<file path="src/rtl/amm_arb_pkg.sv">
// rtl/amm_arb_pkg.sv - shared types and constants for the Avalon-MM round-robin arbiter
package amm_arb_pkg;

  // Arbiter FSM states
  typedef enum logic [1:0] {
    IDLE  = 2'd0,
    BUSY  = 2'd1,
    RDLAT = 2'd2
  } arb_state_e;

  // Read data returned to a master whose read was force-completed by the watchdog
  localparam logic [31:0] TIMEOUT_DATA = 32'hDEAD_BEEF;

  // Width of an index into n requesters (at least one bit)
  function automatic int idx_width(input int n);
    return (n > 1) ? $clog2(n) : 1;
  endfunction

endpackage

</file>
<file path="src/rtl/amm_rr_picker.sv">
// rtl/amm_rr_picker.sv - combinational round-robin picker: first requester at or after rr_ptr
module amm_rr_picker
  import amm_arb_pkg::*;
#(
  parameter int NUM_MASTERS = 2,
  parameter int PTR_W       = idx_width(NUM_MASTERS)
) (
  input  logic [NUM_MASTERS-1:0] req,
  input  logic [PTR_W-1:0]       rr_ptr,
  output logic [NUM_MASTERS-1:0] pick,
  output logic                   valid
);

  // Walk the requesters starting at rr_ptr, wrapping once, and take the first one set
  always_comb begin
    int idx;
    pick  = '0;
    valid = 1'b0;
    idx   = 0;
    for (int k = 0; k < NUM_MASTERS; k++) begin
      idx = int'(rr_ptr) + k;
      if (idx >= NUM_MASTERS) begin
        idx = idx - NUM_MASTERS;
      end
      if (!valid && req[idx]) begin
        pick[idx] = 1'b1;
        valid     = 1'b1;
      end
    end
  end

endmodule

</file>
<file path="src/rtl/amm_arbiter.sv">
// rtl/amm_arbiter.sv - round-robin Avalon-MM arbiter, one transaction at a time; optional watchdog via AMM_ARB_TIMEOUT_EN
module amm_arbiter
  import amm_arb_pkg::*;
#(
  parameter int ADDR_WIDTH     = 16,
  parameter int NUM_MASTERS    = 2,
  parameter int TIMEOUT_CYCLES = 256
) (
  input  logic                              clk,
  input  logic                              reset_n,
  input  logic [NUM_MASTERS*ADDR_WIDTH-1:0] m_address,
  input  logic [NUM_MASTERS-1:0]            m_write,
  input  logic [NUM_MASTERS*32-1:0]         m_writedata,
  input  logic [NUM_MASTERS-1:0]            m_read,
  output logic [31:0]                       m_readdata,
  output logic [NUM_MASTERS-1:0]            m_waitrequest,
  output logic [ADDR_WIDTH-1:0]             s_address,
  output logic                              s_write,
  output logic [31:0]                       s_writedata,
  output logic                              s_read,
  input  logic [31:0]                       s_readdata,
  input  logic                              s_waitrequest,
  output logic [NUM_MASTERS-1:0]            grant,
  output logic                              timeout_err
);

  localparam int              PTR_W    = idx_width(NUM_MASTERS);
  localparam logic [PTR_W-1:0] LAST_IDX = PTR_W'(NUM_MASTERS - 1);

  arb_state_e             state_q, state_d;
  logic [NUM_MASTERS-1:0] grant_q, grant_d;
  logic [PTR_W-1:0]       gidx_q, gidx_d;
  logic [PTR_W-1:0]       rr_ptr_q, rr_ptr_d;
  logic                   rd_forced_q, rd_forced_d;

  logic [NUM_MASTERS-1:0] req;
  logic [NUM_MASTERS-1:0] pick;
  logic                   pick_valid;
  logic [PTR_W-1:0]       pick_idx;
  logic [PTR_W-1:0]       next_ptr;
  logic                   force_done;
  logic                   done;

  assign req = m_write | m_read;

  amm_rr_picker #(
    .NUM_MASTERS(NUM_MASTERS),
    .PTR_W      (PTR_W)
  ) u_picker (
    .req   (req),
    .rr_ptr(rr_ptr_q),
    .pick  (pick),
    .valid (pick_valid)
  );

  // Encode the one-hot pick into an index for the command muxes
  always_comb begin
    pick_idx = '0;
    for (int i = 0; i < NUM_MASTERS; i++) begin
      if (pick[i]) begin
        pick_idx = PTR_W'(i);
      end
    end
  end

  assign next_ptr = (gidx_q == LAST_IDX) ? '0 : gidx_q + 1'b1;
  assign done     = !s_waitrequest || force_done;

  // Next-state logic: arbitrate in IDLE, wait for acceptance in BUSY, one data cycle in RDLAT
  always_comb begin
    state_d     = state_q;
    grant_d     = grant_q;
    gidx_d      = gidx_q;
    rr_ptr_d    = rr_ptr_q;
    rd_forced_d = 1'b0;
    unique case (state_q)
      IDLE: begin
        if (pick_valid) begin
          grant_d = pick;
          gidx_d  = pick_idx;
          state_d = BUSY;
        end
      end
      BUSY: begin
        if (done) begin
          rr_ptr_d = next_ptr;
          // A master driving both write and read is serviced as a write only
          if (m_write[gidx_q]) begin
            state_d = IDLE;
            grant_d = '0;
          end else begin
            state_d     = RDLAT;
            rd_forced_d = force_done;
          end
        end
      end
      RDLAT: begin
        state_d = IDLE;
        grant_d = '0;
      end
      default: begin
        state_d = IDLE;
        grant_d = '0;
      end
    endcase
  end

  // State, ownership and round-robin pointer registers
  always_ff @(posedge clk or negedge reset_n) begin
    if (!reset_n) begin
      state_q     <= IDLE;
      grant_q     <= '0;
      gidx_q      <= '0;
      rr_ptr_q    <= '0;
      rd_forced_q <= 1'b0;
    end else begin
      state_q     <= state_d;
      grant_q     <= grant_d;
      gidx_q      <= gidx_d;
      rr_ptr_q    <= rr_ptr_d;
      rd_forced_q <= rd_forced_d;
    end
  end

  // Slave command mux and per-master stall; everything idle outside BUSY
  always_comb begin
    s_address     = '0;
    s_write       = 1'b0;
    s_writedata   = '0;
    s_read        = 1'b0;
    m_waitrequest = '1;
    if (state_q == BUSY) begin
      if (!force_done) begin
        s_address   = m_address[int'(gidx_q)*ADDR_WIDTH +: ADDR_WIDTH];
        s_writedata = m_writedata[int'(gidx_q)*32 +: 32];
        s_write     = m_write[gidx_q];
        s_read      = m_read[gidx_q] & ~m_write[gidx_q];
      end
      m_waitrequest[gidx_q] = s_waitrequest & ~force_done;
    end
  end

  assign m_readdata = rd_forced_q ? TIMEOUT_DATA : s_readdata;
  assign grant      = grant_q;

`ifdef AMM_ARB_TIMEOUT_EN
  localparam int CNT_W = $clog2(TIMEOUT_CYCLES + 1);

  logic [CNT_W-1:0] wd_cnt_q, wd_cnt_d;
  logic             timeout_err_q, timeout_err_d;

  assign force_done = (state_q == BUSY) && (wd_cnt_q == CNT_W'(TIMEOUT_CYCLES));

  // Count stalled BUSY cycles from zero on each BUSY entry; latch the error on a forced completion
  always_comb begin
    wd_cnt_d      = wd_cnt_q;
    timeout_err_d = timeout_err_q;
    if (state_q != BUSY) begin
      wd_cnt_d = '0;
    end else if (s_waitrequest && !force_done) begin
      wd_cnt_d = wd_cnt_q + 1'b1;
    end
    if (force_done) begin
      timeout_err_d = 1'b1;
    end
  end

  // Watchdog registers
  always_ff @(posedge clk or negedge reset_n) begin
    if (!reset_n) begin
      wd_cnt_q      <= '0;
      timeout_err_q <= 1'b0;
    end else begin
      wd_cnt_q      <= wd_cnt_d;
      timeout_err_q <= timeout_err_d;
    end
  end

  assign timeout_err = timeout_err_q;
`else
  logic unused_timeout_cfg;
  assign unused_timeout_cfg = (TIMEOUT_CYCLES > 0);
  assign force_done         = 1'b0;
  assign timeout_err        = 1'b0;
`endif

endmodule

</file>
<file path="config.mk">
export PLATFORM = sky130hd
export DESIGN_NAME = amm_arbiter
export DESIGN_NICKNAME = d
export VERILOG_FILES = /design/src/rtl/amm_arb_pkg.sv /design/src/rtl/amm_rr_picker.sv /design/src/rtl/amm_arbiter.sv
export SDC_FILE = /design/constraint.sdc
export NUM_CORES = 1
export LEC_CHECK = 0
export ABC_AREA = 1
export BUFFER_PORTS_ARGS = -buffer_cell sky130_fd_sc_hd__buf_2
export CELL_PAD_IN_SITES_DETAIL_PLACEMENT = 0
export CELL_PAD_IN_SITES_GLOBAL_PLACEMENT = 1
export CORE_MARGIN = 5
export CORE_UTILIZATION = 16
export CTS_CLUSTER_SIZE = 12
export DETAILED_ROUTE_END_ITERATION = 6
export PLACE_DENSITY = 0.9
export SYNTH_ARGS = -nofsm -noshare
export SYNTH_HDL_FRONTEND = slang
export SYNTH_SLANG_ARGS = --single-unit
</file>
<file path="constraint.sdc">
create_clock -name clk -period 2.3 [get_ports clk]
set_input_delay 0.23 -clock clk [delete_from_list [all_inputs] [get_ports clk]]
set_output_delay 0.23 -clock clk [all_outputs]
set_load 0.005 [all_outputs]
</file>
# Word-level counts from Yosys, hierarchy flattened

Cells that the tools add are included.

Register bits: 6
Output and inout bits: 87
Input port bits: 135

Bitwise operators: 7
$lt $le $gt $ge: 8
Add/sub/neg operators: 4
Reduce and logical (&&, ||, !) cells: 10
Equal/unequal tests: 4
Shifts and indexed selects: 2
Muxes and demuxes: 37

Operators by type and width:

| kind                    | number |
|---|---|
| $mux W32                | 3 |
| $ge A32 B1 Y1 const B   | 2 |
| $lt A32 B3 Y1 const B   | 2 |
| $shiftx A64 B7 Y32      | 1 |
| $ge A32 B3 Y1 const B   | 1 |
| $shiftx A32 B6 Y16      | 1 |
| $sub A32 B3 Y32 const B | 1 |
| $mux W1                 | 19 |
| $mux W2                 | 9 |
| $mux W16                | 1 |
| $pmux W2 S2             | 2 |
| $ne A2 B2 Y1 const B    | 3 |
| $or A2 B2 Y2            | 3 |
| $reduce_and A2 Y1       | 3 |
| $logic_and A1 B1 Y1     | 4 |
| $demux W1 S1            | 3 |
| $reduce_and A3 Y1       | 1 |
| $sub A1 B2 Y3 const B   | 1 |
| $add A1 B1 Y2 const B   | 1 |
| $eq A2 B1 Y1 const B    | 1 |
| $ge A1 B2 Y1 const B    | 1 |
| $logic_not A2 Y1        | 1 |
| $lt A1 B2 Y1 const B    | 1 |
| $not A1 Y1              | 2 |
| 5 further kinds         | 5 |

# Depth between registers and ports, before layout

Gate-level depths: netlist of run 1.

Depth after elaboration: 11
Mapped depth: 7

# By module

Synthesis of run 1 repeated with hierarchy kept, for this count alone.

Cell total of the unflattened synthesis: 243
Area total of the unflattened synthesis: 1343.8 µm²

Modules (own cells, without submodules):

| module        | seq. area each (µm²) | area each (µm²) | instances | cells an instance |
|---|---|---|---|---|
| amm_arbiter   | 150.1                | 1318.8          | 1         | 237 |
| amm_rr_picker | 0.0                  | 25.0            | 1         | 6 |

# Worst setup path after synthesis of run 1

Ideal clock, no wire load.

Path type: register to output
Start: register state_q[1]
End: output port s_address[10]
Stages on the path, launching flop included: 6
Path buffers: 2
Setup slack: 1.132 ns
Arrival time: 0.938 ns
Data required time: 2.070 ns
Cell sequence: dfrtp_1 nor2_4 inv_2 buf_6 buf_6 a21oi_2

Longest elaborated chain between the ends: 2

RTL lines:

| element                | line               | RTL |
|---|---|---|
| from (decl)            | amm_arbiter.sv:30  | `arb_state_e state_q, state_d;` |
| from (signal assigned) | amm_arbiter.sv:117 | `state_q <= state_d;` |
| $eq A2 B1 Y1           | amm_arbiter.sv:132 | `if (state_q == BUSY) begin` |
| $mux W16               | amm_arbiter.sv:132 |  |
| to (decl)              | amm_arbiter.sv:17  | `output logic [ADDR_WIDTH-1:0] s_address,` |

No other way between the ends.

# Final worst setup path of run 1

Start: register gidx_q
End: output port s_read

Longest elaborated chain between the ends: 5

RTL lines:

| element                                    | line               | RTL |
|---|---|---|
| from (decl)                                | amm_arbiter.sv:32  | `logic [PTR_W-1:0] gidx_q, gidx_d;` |
| from (signal assigned)                     | amm_arbiter.sv:119 | `gidx_q <= gidx_d;` |
| $mux W1 (not written as such) (2 in a row) | amm_arbiter.sv:137 | `s_read = m_read[gidx_q] & ~m_write[gidx_q];` |
| $not A1 Y1                                 | amm_arbiter.sv:137 |  |
| $and A1 B1 Y1 (*)                          | amm_arbiter.sv:137 |  |
| $mux W1 (*)                                | amm_arbiter.sv:132 |  |
| to (decl)                                  | amm_arbiter.sv:20  | `output logic s_read,` |

Mark *: on every way between the ends. The rest lies on a longest branch, timed or not. The select of a mux whose other input is x is not followed.

==> impl_metrics.yaml, run 1 <==
global_route:
  grt_overflow: 0
  antenna_found_initial: 0
  grt_pass1_vias: 1838
  grt.total_usage_pct: 10.28
  grt_max_degree: 53
  grt_most_used_layer: "met2"
  met2_usage_pct: 19.45
  grt_pass1_wl_um: 8493
  met3_usage_pct: 2.665
  use_met1_pct: 10.69
clock_network:
  cts_root_buf: "clkbuf_8"
  cts_buffer_depth: 2
  path_clk_slew_ns: 0.04
  hold_buffers: 1
  post_cts_buffers: 0
  clock_latency_ns: 0.23
  htree_levels: 1
  cts_resized: 0
  cts_tree: "done"
  cts_buffers: 3
  clkSinkCount: 6
route:
  firstDrtPassIters: 4
  drt_wl_total_um: 5706
  drt-wirelength-per-cell_um: 12.57
  drt_iter0_drc: 44
  ant_nets: 0
  viasPerCell: 4.170
  vias: 1893
  drc: 0
sta:
  layout_setup_ws_ns: 0.4405
  max_freq_ghz: 0.5378
  rsz0062_at_grt: "no"
  finClkSkew_ns: 0.005674
  setup_viol: 0
  finalCritPeriodShare_pct: 80.85
  relSlewSlack_pct: 63.16
  setup_tns_ns: 0
  finalHoldViolCount: 0
  min_period_ns: 1.860
  drv_slew: 0
  worst_slew_pin_slew_ns: 0.5519
synth:
  syn_nets: 372
  syn_inst: 237
  synth-seq-cells: 6
  yosysSeqAreaShare_pct: 11.65
  netlist_area_um2: 1289
  syn_area_per_cell_um2: 5.438
  synth.distinct_cells: 14
  synth_warnings: 0
setup_path:
  reg2reg_depth: 7
  crit_required_ns: 2.07
  cpPeakStageDelay_ns: 0.39
  regToRegSetupSlack_ns: 0.75
  worst-path-max-fanout: 27
  worstSetupPathType: "reg -> out"
  r2r_start: "gidx_q$_DFFE_PN0P_"
  arrival_ns: 1.63
  worst_setup_path_start_kind: "flip-flop"
  crit_slowest_cell: "dfrtp_2"
  end_kind: "output port"
  cp_top_family: "buffers and inverters"
  cp.buffers_inverters: 3
  reg2reg_to: "grant[1]$_DFFE_PN0P_"
  path_cells: "inv_2 > buf_12 > nand2_1 > nand3_1 > a21oi_1 > buf_2"
floorplan:
  fp.dieH_um: 99.75
  io_pins: 222
  die_area_um2: 9949
  rows: 32
  die_w_um: 99.75
  initial_core_util_pct: 16.59
  core_um2: 7767
cells_and_area:
  mostFrequentLayoutCell: "buf_2"
  layout_common_cells: "156 x buf_2, 111 x nand2_1, 40 x a21oi_1"
  nets: 488
  areaGrowthSynthToFinish_pct: 52.14
  diodes: 0
  seq_area_um2: 151.4
  drive_gt1_share_pct: 50.28
  fillers: 906
  stdcell_count: 454
  multi_input_area_um2: 779.5
place:
  gp_congestion: 0.7568
  pre_cts_slack_ns: 0.6499
  place_hpwl_um: 4639
  dp.cells: 449
  portBuffers: 156
status:
  status: "complete, no violations"
power:
  irDropWorstVdd_v: 0.0005908
  cellPowerDensity_nw_per_um2: 1046
  leakage_uw: 0.001167
flow_run:
  max_cap_viol_count: 0
hold_path:
  min_from: "s_waitrequest"
  min_path_type: "in -> reg"
  holdPathStages: 3
  whs_endpoint: "state_q[0]$_DFFE_PN0P_"
## metal layers
metal / routed length (um) / up-vias / part of all wire [%]
met5: 0 / - / 0
met3: 550 / 23 / 9.6
li1: - / 943 / -
met1: 2109 / 832 / 37
met4: 163 / 0 / 2.9
met2: 2882 / 95 / 51
## where the power goes
part,switching [uW],internal [uW]
Combinational,1010,680
Sequential,31.7,157
Clock,52.0,120
Total,1090,957
## state kept, by name (all words and copies together) (netlist names)
register and flops:
gidx_q 1, grant 2, rr_ptr_q 1, state_q 2
## Yosys cell counts
cell type,instances,area share [%]
a21oi_1,40,16
a21oi_2,10,6.8
buf_2,14,5.4
buf_4,33,19
buf_6,2,1.7
conb_1,1,0.29
dfrtp_1,6,12
inv_1,2,0.58
inv_2,3,0.87
nand2_1,111,32
nand3_1,3,1.2
nor2_1,8,2.3
nor2_4,1,0.87
o21ai_0,3,1.2
## worst min-delay path: cells and delay by family
| family | cells | cell delay (ns) |
|---|---|---|
| buffers and inverters | 1 | 0.09 |
| AND/OR/NAND/NOR | 2 | 0.15 |
## stage by stage
| stage | instance area, um^2 | hold WS [ns] | util (%) | power, uW |
|---|---|---|---|---|
| global route | 1961 | 0.3092 | 25.24 | 2275 |
| finish | 1961 | 0.2842 | 25.24 | 2050 |
| CTS | 1961 | 0.2802 | 25.24 | 2107 |
| global placement | 1906 | 0.05722 | 24.53 | 1901 |
| floorplan | 1289 | -0.06559 | - | 1253 |
| detailed placement | 1906 | 0.06416 | 24.53 | 1923 |
## logic make-up (layout without fill, tap and decap cells)
group / after synthesis / count (layout) / synth area share (%)
AO/OA/AOI/OAI: 53 / 53 / 23.49
AND/OR/NAND/NOR: 123 / 123 / 36.70
other: 1 / 1 / 0.2910
buffers and inverters: 54 / 169 / 27.86
flip-flops: 6 / 6 / 11.65
## area by class of cell
| cell class | instances | share of cell area, % |
|---|---|---|
| Timing Repair Buffer | 160 | 42.76 |
| Multi-Input combinational cell | 177 | 39.76 |
| Sequential cell | 6 | 7.722 |
| Tap cell | 102 | 6.509 |
| Clock buffer | 4 | 2.297 |
| Inverter | 5 | 0.9572 |
## worst max-delay path by stage
stage                      startpoint  cells after the start             to  slack, ns
5_1_grt            gidx_q$_DFFE_PN0P_                      6         s_read       0.31
4_1_cts            gidx_q$_DFFE_PN0P_                      6         s_read       0.40
3_5_place_dp       gidx_q$_DFFE_PN0P_                      6         s_read       0.65
6_report           gidx_q$_DFFE_PN0P_                      6         s_read       0.44
3_3_place_gp       gidx_q$_DFFE_PN0P_                      6         s_read       0.67
2_1_floorplan  state_q[1]$_DFFE_PN0P_                      5  s_address[10]       1.13
Note: power is estimated with default switching activity, not from simulation.
==> run 2: changes to the inputs <==
--- a/config.mk
+++ b/config.mk
@@ -10,10 +10,10 @@
 export CELL_PAD_IN_SITES_DETAIL_PLACEMENT = 0
 export CELL_PAD_IN_SITES_GLOBAL_PLACEMENT = 1
 export CORE_MARGIN = 5
-export CORE_UTILIZATION = 16
+export CORE_UTILIZATION = 13
 export CTS_CLUSTER_SIZE = 12
 export DETAILED_ROUTE_END_ITERATION = 6
-export PLACE_DENSITY = 0.9
+export PLACE_DENSITY = 0.79
 export SYNTH_ARGS = -nofsm -noshare
 export SYNTH_HDL_FRONTEND = slang
 export SYNTH_SLANG_ARGS = --single-unit
==> constraint.sdc (replaced) <==
create_clock -name clk -period 1.5 [get_ports clk]
set_input_delay 0.15 -clock clk [delete_from_list [all_inputs] [get_ports clk]]
set_output_delay 0.15 -clock clk [all_outputs]
set_load 0.005 [all_outputs]
==> run 2 against run 1 <==
  * Wire length fell by 3.1%
  * Non-clock buffer count rose by 6
  * Critical path depth fell by 1
  * Global-route usage fell by 2.4 points
  * Critical path type unchanged
  * Flip-flop and latch count did not move
==> impl_metrics.yaml, run 2 (synthesis gave the netlist of run 1 again) <==
clock_network:
  htree_levels: 1
  cts_tree: "done"
  cts_buffer_depth: 2
  clock_latency_ns: 0.23
  clkSinkCount: 6
  path_clk_slew_ns: 0.04
  cts_buffers: 3
  cts_root_buf: "clkbuf_8"
sta:
  finClkSkew_ns: 0.008795
  finalHoldViolCount: 0
  min_period_ns: 1.423
  drv_slew: 0
  setup_viol: 0
  max_freq_ghz: 0.7026
  whs_ns: 0.2051
  finalCritPeriodShare_pct: 94.89
  rsz0062_at_grt: "yes"
  setup_tns_ns: 0
  layout_setup_ws_ns: 0.07663
global_route:
  grt.total_usage_pct: 7.916
  grt_overflow: 0
  grt_pass1_vias: 1856
  grt_max_degree: 30
  grt_pass1_wl_um: 7893
  antenna_found_initial: 0
route:
  firstDrtPassIters: 4
  ant_nets: 0
  vias: 1921
  drt-wirelength-per-cell_um: 11.26
  drt_wl_total_um: 5531
  drt_iter0_drc: 112
  viasPerCell: 3.912
  drc: 0
setup_path:
  endpoint: "s_read"
  crit_start: "gidx_q$_DFFE_PN0P_"
  reg2reg_to: "grant[0]$_DFFE_PN0P_"
  regToRegSetupSlack_ns: 0.35
  crit_required_ns: 1.35
  worst_setup_path_start_kind: "flip-flop"
  r2r_start: "gidx_q$_DFFE_PN0P_"
  arrival_ns: 1.27
  worst-path-max-fanout: 8
  worstSetupPathType: "reg -> out"
  end_kind: "output port"
  reg2reg_depth: 6
floorplan:
  core_um2: 9729
  die_w_um: 109.6
  initial_core_util_pct: 13.25
  io_pins: 222
  fp.dieH_um: 109.6
  die_area_um2: 12000
  rows: 36
hold_path:
  min_path_type: "in -> reg"
flow_run:
  max_cap_viol_count: 0
cells_and_area:
  drive_gt1_share_pct: 52.23
  utilization_pct: 21.57
  stdcell_count: 491
  diodes: 0
  mostFrequentLayoutCell: "buf_2"
  areaGrowthSynthToFinish_pct: 62.82
  nets: 494
  layout_common_cells: "156 x buf_2, 111 x nand2_1, 37 x a21oi_1"
power:
  internal_power_uw: 1645
  irDropWorstVdd_v: 0.0008923
  seqPwrFrac_pct: 8.9
  leakage_uw: 0.001212
  pwr-share-comb_pct: 83.4
  cellPowerDensity_nw_per_um2: 1609
  p_switching_uw: 1731
  clock_power_share_pct: 7.8
  p_sw_share_pct: 51.28
place:
  pre_cts_slack_ns: 0.2385
  dp.cells: 484
  portBuffers: 156
  place_hpwl_um: 4420
  gp_congestion: 0.7978
status:
  status: "complete, no violations"
run 2: changes by cell type in the layout (fill, tap and decap cells not counted), sizes merged:
cell,before,now
clkbuf,4,5
buf,159,164
clkinv,0,1
inv,5,4
run 2: repair_timing:
action | CTS | global route
setup buffers | 0 | 1
gates cloned | 0 | 1
endpoints found under the setup margin | 14 | 43
endpoints found under the hold margin | 6 | 0
gates resized for setup | 1 | 12
hold buffers | 1 | 0
run 2: worst max-delay path, stage by stage, from the launching register on:
cell     delay (ns)
dfrtp_2        0.43
buf_4          0.18
nand2_1        0.09
nand3_2        0.11
a21oi_2        0.11
buf_2          0.12
run 2: routing by layer:
metal	part of all wire, %	global-route usage [%]	wire length (um)	vias to the layer above
li1	-	-	-	957
met1	35	7.635	1957	853
met2	53	16.13	2937	91
met3	9.5	1.351	523	20
met4	2.0	3.384	113	0
met5	0	0	0	-
run 2: power by group through the flow:
stage / Combinational (uW) / Sequential, uW / Clock [uW]
6_report: 2820 / 299 / 262
3_3_place_gp: 2590 / 291 / 0
5_1_grt: 3170 / 311 / 283
2_1_floorplan: 1640 / 278 / 0
4_1_cts: 2640 / 293 / 270
3_5_place_dp: 2620 / 293 / 0
run 2: layout make-up:
type	instances	area [um^2]
fill	1152	7631
sequential	6	151.4
timing repair buffer	166	915.9
multi-input combinational	177	795.8
tap	133	166.4
inverter	5	23.77
clock buffer	4	45.04
run 2: worst min path at each step:
| stage | endpoint | slack (ns) | start | depth (start not counted) |
|---|---|---|---|---|
| after floorplan | gidx_q$_DFFE_PN0P_ | -0.15 | reset_n | 0 |
| after global placement | grant[1]$_DFFE_PN0P_ | -0.02 | reset_n | 1 |
| after detailed placement | grant[1]$_DFFE_PN0P_ | -0.02 | reset_n | 1 |
| after CTS | state_q[0]$_DFFE_PN0P_ | 0.19 | s_waitrequest | 3 |
| after global routing | state_q[0]$_DFFE_PN0P_ | 0.25 | s_waitrequest | 3 |
| final | state_q[0]$_DFFE_PN0P_ | 0.21 | s_waitrequest | 3 |
run 2: through the flow:
step	power, uW	cell area, um^2
floorplan	1921	1289
global placement	2877	1962
detailed placement	2916	1962
CTS	3200	2021
global route	3762	2098
finish	3376	2098
==> run 3: changes to the inputs <==
--- a/config.mk
+++ b/config.mk
@@ -7,7 +7,7 @@
 export LEC_CHECK = 0
 export ABC_AREA = 1
 export BUFFER_PORTS_ARGS = -buffer_cell sky130_fd_sc_hd__buf_2
-export CELL_PAD_IN_SITES_DETAIL_PLACEMENT = 0
+export CELL_PAD_IN_SITES_DETAIL_PLACEMENT = 1
 export CELL_PAD_IN_SITES_GLOBAL_PLACEMENT = 1
 export CORE_MARGIN = 5
 export CORE_UTILIZATION = 13
==> run 3 against run 2 <==
  * Highest routed layer unchanged
  * Count of clock-buffer cells in the layout unchanged
  * Worst hold slack better by 0.014 ns
  * Combinational power up 6%
  * Maximum frequency down 1.7%
  * Wire length up 16%
==> impl_metrics.yaml, run 3 (synthesis gave the netlist of run 1 again) <==
sta:
  finalCritPeriodShare_pct: 96.51
  drv_slew: 0
  setup_tns_ns: 0
  setup_viol: 0
  finalHoldViolCount: 0
  max_freq_ghz: 0.6908
  whs_ns: 0.2190
  rsz0062_at_grt: "yes"
  finClkSkew_ns: 0.008328
  min_period_ns: 1.448
clock_network:
  clkSinkCount: 6
  clock_latency_ns: 0.24
  cts_buffer_depth: 2
  cts_buffers: 3
  cts_tree: "done"
  cts_root_buf: "clkbuf_8"
  htree_levels: 1
  path_clk_slew_ns: 0.05
cells_and_area:
  diodes: 0
  layout_common_cells: "156 x buf_2, 110 x nand2_1, 25 x a21oi_2, 25 x a21oi_1, 8 x nor2_1"
  drive_gt1_share_pct: 55.87
  finish.instance_area_um2: 2142
  fillers: 1314
  nets: 494
  stdcell_count: 491
  areaGrowthSynthToFinish_pct: 66.21
  mostFrequentLayoutCell: "buf_2"
place:
  place_area_um2: 1962
  gp_congestion: 0.7978
  dp.cells: 484
  portBuffers: 156
  place_hpwl_um: 5198
route:
  drc: 0
  viasPerCell: 3.982
  drt-wirelength-per-cell_um: 13.06
  firstDrtPassIters: 4
  drt_wl_total_um: 6411
  vias: 1955
  ant_nets: 0
  drt_iter0_drc: 73
setup_path:
  end_kind: "output port"
  path_cells: "inv_4 > buf_12 > nand2_1 > a21oi_1 > buf_2"
  crit_slowest_cell: "dfrtp_2"
  worst_setup_path_start_kind: "flip-flop"
  worst-path-max-fanout: 27
  arrival_ns: 1.30
  cp_top_family: "flip-flops"
  cpPeakStageDelay_ns: 0.45
  worstSetupPathType: "reg -> out"
  cp.buffers_inverters: 3
  crit_required_ns: 1.35
hold_path:
  min_path_type: "in -> reg"
global_route:
  grt.total_usage_pct: 9.533
  grt_max_degree: 30
  grt_overflow: 0
  antenna_found_initial: 0
  grt_pass1_vias: 2011
  grt_pass1_wl_um: 9246
floorplan:
  io_pins: 222
  rows: 36
  initial_core_util_pct: 13.25
  die_area_um2: 12000
  fp.dieH_um: 109.6
  core_um2: 9729
  die_w_um: 109.6
power:
  leakage_uw: 0.001211
  irDropWorstVdd_v: 0.0007443
  cellPowerDensity_nw_per_um2: 1673
flow_run:
  max_cap_viol_count: 0
status:
  status: "complete, no violations"
run 3: tightest hold or removal path, stage by stage:
cell and delay [ns]:
buf_2 0.10, nand2_1 0.09, nand2_1 0.08
run 3: layer usage:
layer | part of all wire [%] | vias to the layer above | GRT usage, %
met5 | 0 | - | 0
met4 | 2.2 | 0 | 3.918
met3 | 10 | 24 | 2.173
met2 | 56 | 98 | 19.79
met1 | 32 | 878 | 8.628
li1 | - | 955 | -
run 3: final timing paths:
kind                            cells after the start  slack (ns)                   start                endpoint
worst min-delay path                                3        0.22           s_waitrequest  state_q[0]$_DFFE_PN0P_
worst max-delay path                                5        0.05      gidx_q$_DFFE_PN0P_         s_writedata[10]
worst max register to register                      6        0.27  state_q[0]$_DFFE_PN0P_    grant[1]$_DFFE_PN0P_
max in group asynchronous                           2        1.07                 reset_n      gidx_q$_DFFE_PN0P_
worst min register to register                      2        0.48    grant[0]$_DFFE_PN0P_    grant[0]$_DFFE_PN0P_
min in group asynchronous                           2        0.26                 reset_n    grant[1]$_DFFE_PN0P_
run 3: timing repair:
action	4_1_cts	5_1_grt
gates resized for setup	5	24
pin swaps	0	2
setup endpoints to repair	25	44
gates cloned	0	0
buffers inserted	0	2
hold endpoints to repair	6	0
hold buffers	1	0
run 3: stage by stage:
stage	power (uW)	utilization, %	setup slack (ns)
6_report	3583	22.02	0.05238
5_1_grt	3914	22.02	-0.02196
4_1_cts	3342	20.94	-0.007260
3_5_place_dp	2981	20.16	0.1858
3_3_place_gp	2877	20.16	0.2609
2_1_floorplan	1921	-	0.4121
run 3: layout make-up:
| class | count | area, um^2 | area share, % |
|---|---|---|---|
| Clock buffer | 4 | 45.04 | 2.103 |
| Multi-Input combinational cell | 177 | 843.3 | 39.37 |
| Tap cell | 133 | 166.4 | 7.769 |
| Inverter | 5 | 21.27 | 0.9930 |
| Timing Repair Buffer | 166 | 914.6 | 42.70 |
| Sequential cell | 6 | 151.4 | 7.068 |
run 3: report_power, final:
| group | total [uW] | internal [uW] | switching, uW |
|---|---|---|---|
| clock | 278 | 185 | 93.4 |
| combinational | 3000 | 1280 | 1720 |
| sequential | 306 | 241 | 64.9 |
